File: src/rtl/adc_spi_sequencer.sv
// ADC serial-port sequencer: runs one 16-bit register frame (write or read)
// over a 3-wire SPI-style port, or pulses the ADC reset pin. All pins and
// status outputs are registered from the next-state decode, so each output
// reflects the FSM state in the same cycle the state is entered.
module adc_spi_sequencer #(
  parameter int pHALF       = 4,
  parameter int pRST_CYCLES = 16
) (
  input  logic       clk_usb,
  input  logic       reset_i,
  input  logic       start_i,
  input  logic       rw_i,
  input  logic [7:0] addr_i,
  input  logic [7:0] wdata_i,
  input  logic       rst_req_i,
  output logic       busy_o,
  output logic       done_o,
  output logic [7:0] rdata_o,
  output logic       ADC_SCLK,
  output logic       ADC_SEN,
  output logic       ADC_SDATA,
  output logic       ADC_RESET,
  input  logic       ADC_OVR_SDOUT
);

  typedef enum logic [2:0] {
    S_IDLE,
    S_SETUP,
    S_SHIFT,
    S_HOLD,
    S_ENDF,
    S_RSTP,
    S_DONE
  } state_t;

  // Terminal counts for the shared 8-bit cycle counter.
  localparam logic [7:0] HALF_LAST = 8'(pHALF - 1);
  localparam logic [7:0] RST_LAST  = 8'(pRST_CYCLES - 1);

  state_t      state_q, state_d;
  logic [7:0]  half_cnt_q, half_cnt_d;
  logic [3:0]  bit_cnt_q, bit_cnt_d;
  logic        phase_low_q, phase_low_d;
  logic [15:0] shift_q, shift_d;
  logic [7:0]  rdata_shift_q, rdata_shift_d;
  logic        rw_q, rw_d;
  logic [7:0]  rdata_q, rdata_d;
  logic        sclk_q, sclk_d;
  logic        sen_q, sen_d;
  logic        sdata_q, sdata_d;
  logic        rst_pin_q, rst_pin_d;
  logic        busy_q, busy_d;
  logic        done_q, done_d;
  logic        half_last;

  assign half_last = (half_cnt_q == HALF_LAST);

  // Next-state logic plus registered-output decode from the next state.
  always_comb begin
    state_d       = state_q;
    half_cnt_d    = half_cnt_q;
    bit_cnt_d     = bit_cnt_q;
    phase_low_d   = phase_low_q;
    shift_d       = shift_q;
    rdata_shift_d = rdata_shift_q;
    rw_d          = rw_q;
    rdata_d       = rdata_q;

    case (state_q)
      // DONE behaves like IDLE for new requests; reset pulse beats a frame.
      S_IDLE, S_DONE: begin
        state_d    = S_IDLE;
        half_cnt_d = '0;
        if (rst_req_i) begin
          state_d = S_RSTP;
        end else if (start_i) begin
          state_d       = S_SETUP;
          rw_d          = rw_i;
          shift_d       = {addr_i, (rw_i ? 8'h00 : wdata_i)};
          bit_cnt_d     = '0;
          phase_low_d   = 1'b0;
          rdata_shift_d = '0;
        end
      end
      S_SETUP: begin
        if (half_last) begin
          state_d     = S_SHIFT;
          half_cnt_d  = '0;
          bit_cnt_d   = '0;
          phase_low_d = 1'b0;
        end else begin
          half_cnt_d = half_cnt_q + 8'd1;
        end
      end
      S_SHIFT: begin
        if (!half_last) begin
          half_cnt_d = half_cnt_q + 8'd1;
        end else begin
          half_cnt_d = '0;
          if (!phase_low_q) begin
            // Last high cycle: capture read data for the second byte.
            phase_low_d = 1'b1;
            if (rw_q && bit_cnt_q[3]) begin
              rdata_shift_d = {rdata_shift_q[6:0], ADC_OVR_SDOUT};
            end
          end else if (bit_cnt_q == 4'd15) begin
            state_d     = S_HOLD;
            phase_low_d = 1'b0;
          end else begin
            // Next bit presented at the start of its high phase.
            bit_cnt_d   = bit_cnt_q + 4'd1;
            phase_low_d = 1'b0;
            shift_d     = {shift_q[14:0], 1'b0};
          end
        end
      end
      S_HOLD: begin
        if (half_last) begin
          state_d    = S_ENDF;
          half_cnt_d = '0;
        end else begin
          half_cnt_d = half_cnt_q + 8'd1;
        end
      end
      S_ENDF: begin
        if (half_last) begin
          state_d    = S_DONE;
          half_cnt_d = '0;
          if (rw_q) begin
            rdata_d = rdata_shift_q;
          end
        end else begin
          half_cnt_d = half_cnt_q + 8'd1;
        end
      end
      S_RSTP: begin
        if (half_cnt_q == RST_LAST) begin
          state_d    = S_DONE;
          half_cnt_d = '0;
        end else begin
          half_cnt_d = half_cnt_q + 8'd1;
        end
      end
      default: begin
        state_d    = S_IDLE;
        half_cnt_d = '0;
      end
    endcase

    sen_d     = !(state_d == S_SETUP || state_d == S_SHIFT || state_d == S_HOLD);
    sclk_d    = !(state_d == S_SHIFT && phase_low_d);
    sdata_d   = (state_d == S_SHIFT) && shift_d[15];
    rst_pin_d = (state_d == S_RSTP);
    busy_d    = !(state_d == S_IDLE || state_d == S_DONE);
    done_d    = (state_d == S_DONE);
  end

  // State, datapath and output registers with synchronous reset to idle.
  always_ff @(posedge clk_usb) begin
    if (reset_i) begin
      state_q       <= S_IDLE;
      half_cnt_q    <= '0;
      bit_cnt_q     <= '0;
      phase_low_q   <= 1'b0;
      shift_q       <= '0;
      rdata_shift_q <= '0;
      rw_q          <= 1'b0;
      rdata_q       <= '0;
      sclk_q        <= 1'b1;
      sen_q         <= 1'b1;
      sdata_q       <= 1'b0;
      rst_pin_q     <= 1'b0;
      busy_q        <= 1'b0;
      done_q        <= 1'b0;
    end else begin
      state_q       <= state_d;
      half_cnt_q    <= half_cnt_d;
      bit_cnt_q     <= bit_cnt_d;
      phase_low_q   <= phase_low_d;
      shift_q       <= shift_d;
      rdata_shift_q <= rdata_shift_d;
      rw_q          <= rw_d;
      rdata_q       <= rdata_d;
      sclk_q        <= sclk_d;
      sen_q         <= sen_d;
      sdata_q       <= sdata_d;
      rst_pin_q     <= rst_pin_d;
      busy_q        <= busy_d;
      done_q        <= done_d;
    end
  end

  assign ADC_SCLK  = sclk_q;
  assign ADC_SEN   = sen_q;
  assign ADC_SDATA = sdata_q;
  assign ADC_RESET = rst_pin_q;
  assign busy_o    = busy_q;
  assign done_o    = done_q;
  assign rdata_o   = rdata_q;

endmodule

File: config.mk
export PLATFORM = sky130hd
export DESIGN_NAME = adc_spi_sequencer
export DESIGN_NICKNAME = d
export VERILOG_FILES = /design/src/rtl/adc_spi_sequencer.sv
export SDC_FILE = /design/constraint.sdc
export NUM_CORES = 1
export LEC_CHECK = 0
export CAP_MARGIN = 20
export CORE_MARGIN = 1.5
export CORE_UTILIZATION = 45
export CTS_CLUSTER_DIAMETER = 150
export CTS_CLUSTER_SIZE = 30
export DETAILED_ROUTE_END_ITERATION = 6
export PLACE_DENSITY = 0.73
export SETUP_SLACK_MARGIN = 0.1
export SLEW_MARGIN = 20
export SYNTH_ARGS = -nofsm -noshare
export SYNTH_HDL_FRONTEND = slang
export SYNTH_SLANG_ARGS = --single-unit
File: constraint.sdc
create_clock -name clk_usb -period 2.5 [get_ports clk_usb]
set_input_delay 0.75 -clock clk_usb [delete_from_list [all_inputs] [get_ports clk_usb]]
set_output_delay 0.75 -clock clk_usb [all_outputs]
set_load 0.05 [all_outputs]
Word level (Yosys, flattened, before mapping)

Index checks and enable logic that the tools add are counted.

$add $sub $neg: 2
Equal/unequal tests: 22
Multiplexer cells: 39
Bitwise gates (word level): 1
Reductions and logical operators: 20

Operator list:

| kind                                                             | count |
|---|---|
| 16-bit 2-to-1 mux                                                | 5 |
| 8-bit 2-to-1 mux                                                 | 8 |
| 16-bit case mux with 2 select lines                              | 1 |
| 8-bit case mux with 2 select lines                               | 2 |
| 3-bit 2-to-1 mux                                                 | 8 |
| 4-bit 2-to-1 mux                                                 | 6 |
| 3-bit case mux with 6 select lines                               | 1 |
| 2-bit inequality test (second input constant)                    | 8 |
| 3-bit == test (second input constant)                            | 5 |
| 3-bit by 2-bit == test with 1-bit output (second input constant) | 4 |
| 4-bit case mux with 3 select lines                               | 1 |
| 6-bit AND reduction                                              | 2 |
| 8-bit by 1-bit adder with 8-bit output (second input constant)   | 1 |
| 8-bit by 2-bit == test with 1-bit output (second input constant) | 1 |
| 8-bit by 4-bit == test with 1-bit output (second input constant) | 1 |
| 7-bit AND reduction                                              | 1 |
| 3-bit by 1-bit == test with 1-bit output (second input constant) | 2 |
| 3-bit zero test                                                  | 2 |
| 1-bit 2-to-1 mux                                                 | 6 |
| 3-bit AND reduction                                              | 2 |
| 4-bit by 1-bit adder with 4-bit output (second input constant)   | 1 |
| 4-bit == test (second input constant)                            | 1 |
| 4-bit OR reduction                                               | 1 |
| 1-bit logical AND                                                | 3 |
| other kinds (7)                                                  | 11 |

Register bits: 55
Bits of input ports: 22
Output and inout bits: 14
Logic and storage cells: 99

Longest topological paths before layout

Gate-level depths: netlist of the first run.

Depth in word-level cells: 9
Gate-level depth with buffers: 11
Mapped depth without buffers: 10

Least setup slack after synthesis of the first run

Ideal clock, no wire load.

Path kind: reg-to-reg
Start: register half_cnt_q[0]
End: register sclk_q (netlist: ADC_SCLK)
Library setup time: 142 ps
Arrival time: 2284 ps
Required time: 2358 ps
Setup slack: 74 ps
Stages on the path, launching flop included: 12
Path buffers: 1
Period minus slack after synthesis: 2426 ps
Path through: dfxtp_1 ha_1 nor3b_4 and2_1 buf_6 inv_4 ha_1 nor2_1 a22o_1 a22oi_1 nor2_1 or4b_2

Cells in the longest elaborated chain, start to end: 6
Elaborated cells between the ends (all ways): 14
Classes of those cells: eq/ne: 3; mux: 9; reduce/logical: 2

RTL lines:

| element                                                                                                     | RTL line | source |
|---|---|---|
| start: declaration                                                                                          | 41       | `logic [7:0] half_cnt_q, half_cnt_d;` |
| start signal: assignment                                                                                    | 177      | `half_cnt_q <= half_cnt_d;` |
| 8-bit by 4-bit == test with 1-bit output / 8-bit by 2-bit == test with 1-bit output (equally long branches) | 137, 56  |  |
| 3-bit 2-to-1 mux (on tied branches)                                                                         | n/a      |  |
| 3-bit case mux with 6 select lines                                                                          | 69       | `case (state_q)` |
| 3-bit by 2-bit == test with 1-bit output                                                                    | 151      | `sclk_d = !(state_d == S_SHIFT && phase_low_d);` |
| 1-bit logical AND (*)                                                                                       | 151      |  |
| 1-bit zero test (*)                                                                                         | 151      |  |
| end signal: assignment                                                                                      | 184      | `sclk_q <= sclk_d;` |
| end: declaration                                                                                            | 48       | `logic sclk_q, sclk_d;` |

Mark *: on every way between the ends. The rest lies on a longest branch, timed or not.
A chain may end at the register's enable or synchronous reset.

Final worst setup path of the first run

Start: input rst_req_i
End: register sdata_q (netlist: ADC_SDATA)

Cells in the longest elaborated chain, start to end: 4
Elaborated cells between the ends (all ways): 6
Classes of those cells: eq/ne: 1; mux: 4; reduce/logical: 1

RTL lines:

| element                                  | RTL line | source |
|---|---|---|
| start: declaration                       | 15       | `input logic rst_req_i,` |
| 3-bit 2-to-1 mux                         | 74       | `if (rst_req_i) begin` |
| 3-bit case mux with 6 select lines       | 69       |  |
| 3-bit by 2-bit == test with 1-bit output | 152      | `sdata_d = (state_d == S_SHIFT) && shift_d[15];` |
| 1-bit logical AND (*)                    | 152      |  |
| end signal: assignment                   | 186      | `sdata_q <= sdata_d;` |
| end: declaration                         | 50       | `logic sdata_q, sdata_d;` |

Mark *: on every way between the ends. The rest lies on a longest branch, timed or not. The select of a mux whose other input is x is not followed.

==> results of run 1 <==
## worst min-delay path, cell delays in order (launching register included)
cell     delay [ps]
dfxtp_1         330
nand2_1          50
a21oi_1          50
## worst max-delay path by stage
stage / start / to / slack, ps / depth (start not counted)
2_1_floorplan: half_cnt_q[1]$_SDFF_PP0_ / ADC_SCLK$_SDFF_PP1_ / 110 / 11
3_3_place_gp: rst_req_i / ADC_SDATA$_SDFF_PP0_ / -20 / 6
3_5_place_dp: rst_req_i / ADC_SDATA$_SDFF_PP0_ / -70 / 6
4_1_cts: half_cnt_q[1]$_SDFF_PP0_ / ADC_SCLK$_SDFF_PP1_ / 110 / 10
5_1_grt: rst_req_i / ADC_SDATA$_SDFF_PP0_ / 140 / 6
6_report: rst_req_i / ADC_SDATA$_SDFF_PP0_ / 250 / 6
## cell usage in the layout (no fill, tap or decap), types with 3 or more instances in the layout
cell type        count
clkbuf_8             5
nand2_1             20
o221ai_1             3
nor3_1               6
xnor2_1              5
nor2_1              28
a22oi_1             15
buf_4               24
clkdlybuf4s50_1     35
mux2i_1              9
xor2_1               7
nand4_1              3
and2_1               7
a21oi_1             35
o21ai_0             19
nand3_1             15
inv_1                6
dfxtp_1             53
nand2b_1             3
## stage by stage
step	cell area, um2	cells
CTS	3130	409
finish	3170	412
global route	3170	412
detailed placement	3040	401
floorplan	2540	290
global placement	3040	401
## synth_stat cells, types with 2 or more instances
master,number
o31ai_1,2
a22oi_1,15
inv_1,6
xnor2_1,5
o31a_1,2
dfxtp_1,55
nand4_1,3
buf_1,2
buf_6,4
o221ai_1,3
o21ai_0,19
nor2b_1,2
a221o_1,2
nor2_1,28
nor3_1,6
nor3_2,2
a21oi_1,36
ha_1,3
mux2i_1,9
xor2_1,7
nand3_1,15
clkbuf_1,9
nand2_1,20
nand2b_1,3
or3_1,2
and2_1,8
## area by class of cell
cell class	count	area, um2	area share [%]
Sequential cell	55	1110	34.9
Clock buffer	5	68.8	2.17
Multi-Input combinational cell	211	1320	41.6
Inverter	7	28.8	0.908
Clock inverter	3	28.8	0.908
Timing Repair Buffer	59	531	16.7
Tap cell	72	90.1	2.84
## power by group
group          leakage [nW]  internal (mW)  switching [mW]
registers             0.447          0.899          0.0187
clock network        0.0502          0.208           0.311
logic                 0.709          0.109           0.128
## registers in the layout, summed over array words and instances, names as in the netlist
name           flops
ADC_RESET          1
ADC_SCLK           1
ADC_SDATA          1
ADC_SEN            1
bit_cnt_q          4
busy_o             1
done_o             1
half_cnt_q         8
phase_low_q        1
rdata_o            8
rdata_shift_q      8
rw_q               1
shift_q           16
state_q            3
## kinds of logic after synthesis
kind of cell | after synthesis
XOR/XNOR | 12
multiplexers | 9
AO/OA/AOI/OAI | 85
adder cells (fa/ha/maj) | 4
flip-flops | 55
buffers and inverters | 24
AND/OR/NAND/NOR | 101
## metal layers
| metal | vias to the layer above | part of all wire (%) | routed length [um] | track usage, % |
|---|---|---|---|---|
| li1 | 1135 | - | - | - |
| met1 | 1052 | 47 | 2580 | 25.0 |
| met2 | 44 | 48 | 2630 | 31.2 |
| met3 | 6 | 3.3 | 178 | 3.72 |
| met4 | 0 | 1.4 | 74 | 4.82 |
| met5 | - | 0 | 0 | 0 |
## timing repair
item                       CTS  global route
setup endpoints to repair    0             7
buffers inserted             0             3
resized for setup            0             5
hold endpoints to repair     0             0
==> results.cfg, run 1 <==
[outcome]
outcome = finished clean

[critical_path]
crit_family = simple AND/OR/NAND/NOR gates
cpPeakStageDelay_ps = 460
reg2reg_to = ADC_SCLK$_SDFF_PP1_
crit_required_ps = 2690
endpoint_kind = flop
slowest_stage = clkdlybuf4s50_1
arrival_ps = 2440
worstPathCellList = clkdlybuf4s50_1 -> nand2b_1 -> or2_2 -> maj3_1 -> o221ai_1 -> a2111oi_1
reg2regPathDepth = 10
critical_path_class = input pin to flop
reg2reg_slack_ps = 300
crit_path_start_kind = input pin
worst-path-max-fanout = 4
cp_num_buf_inv = 1
r2r_start = half_cnt_q[0]$_SDFF_PP0_

[logic_synthesis]
synthTopCellsByArea = dfxtp_1 (43%), a21oi_1 (7.1%), a22oi_1 (4.4%), nor2_1 (4.1%), o21ai_0 (3.8%)
synth_mux_area_share_pct = 3.56
ys_async_sr_fraction_pct = 0
synth_top_family_by_area = simple AND/OR/NAND/NOR gates
synth_cell_types = 48
synth_simple_gate_area_share_pct = 21.5
yosysSeqAreaShare_pct = 43.5
synth_warnings = 0
synth_edf_count = 0
synth_fp_nets = 315
synth-adder-area-share_pct = 1.88
synth_top_area_cell = dfxtp_1
netlist_area_um2 = 2530
synth_compound_area_share_pct = 20.4
yosys_register_bits = 55
synth_top_area_share_pct = 43.5
yosys.area_share.xor_xnor_pct = 4.15
syn_inst = 290
synth.avg_cell_area_um2 = 8.74
dominantRegCellSynth = dfxtp_1

[place]
pre_cts_slack_ps = -73.8
routabilityCongestion = 0.902
hpwl_um = 3930
portBuffers = 35

[sta]
final.setup.tns_ps = 0
worstMarginPinSlew_ps = 618
final.setup_skew_ps = 15.1
final.min_clock_period_ps = 2250
fmax_mhz = 444
finalHoldViolations = 0
fin_crit_sh_pct = 90.1
worst_hold_slack_ps = 462
maxSlewViolCount = 0
setup_violations = 0
slew_headroom_pct = 58.8
setup_ws_ps = 246
rsz0062_at_grt = no

[clock_tree]
h-tree-depth = 2
cts_buffer_depth = 2
clkSlewWorstSetupHoldPaths_ps = 110
cts_tree = done
clock_sinks = 55
clk_latency_ps = 320
ctsHoldBuffers = 0
clockRootBuffer = clkbuf_8
cts_made_buffers = 5

[routing]
wl_per_cell_um = 13.3
viasPerCell = 5.43
firstDrtPassIters = 4
drtIter0Drc = 151
wl_um = 5470
vias = 2237
antenna_left = 0
drc_errors = 0

[floorplan]
fp.dieH_um = 78.0
die_x_um = 78.0
core_area_um2 = 5470
die_area_um2 = 6090
ios = 36
row_count = 27
start_util_pct = 46.3

[hold_path]
hold-path-cell-count = 2
min_to = rdata_shift_q[7]$_SDFFE_PP0P_
hold_path_class = flop to flop
hp-start = rdata_shift_q[7]$_SDFFE_PP0P_

[run]
maxCapViolCount = 0

[power_and_ir_drop]
total_leakage_power_nw = 1.21
cellPowerDensity_nw_per_um2 = 528
peakVddDrop_mv = 0.343
power_mw = 1.67

[cells_and_area]
drive_gt1_share_pct = 13.8
antennaDiodeCount = 0
fill_cells = 511
final_core_util_pct = 57.9
area_growth_syn_to_layout_pct = 25.1
nNetsFinal = 364

[global_routing]
grt_max_degree = 31
grt_pass1_wl_um = 9270
gr-usage-all-layers_pct = 18.8
grt_antenna_before_repair = 0
grt_overflow_total = 0
grt_pass1_vias = 2002
Power figures use the tool's default switching activity.
==> run 2: changes to the inputs <==
CAP_MARGIN = not set   (was 20)
==> results of run 2 <==
The final DEF is identical to that of run 1; final timing and power are the same.
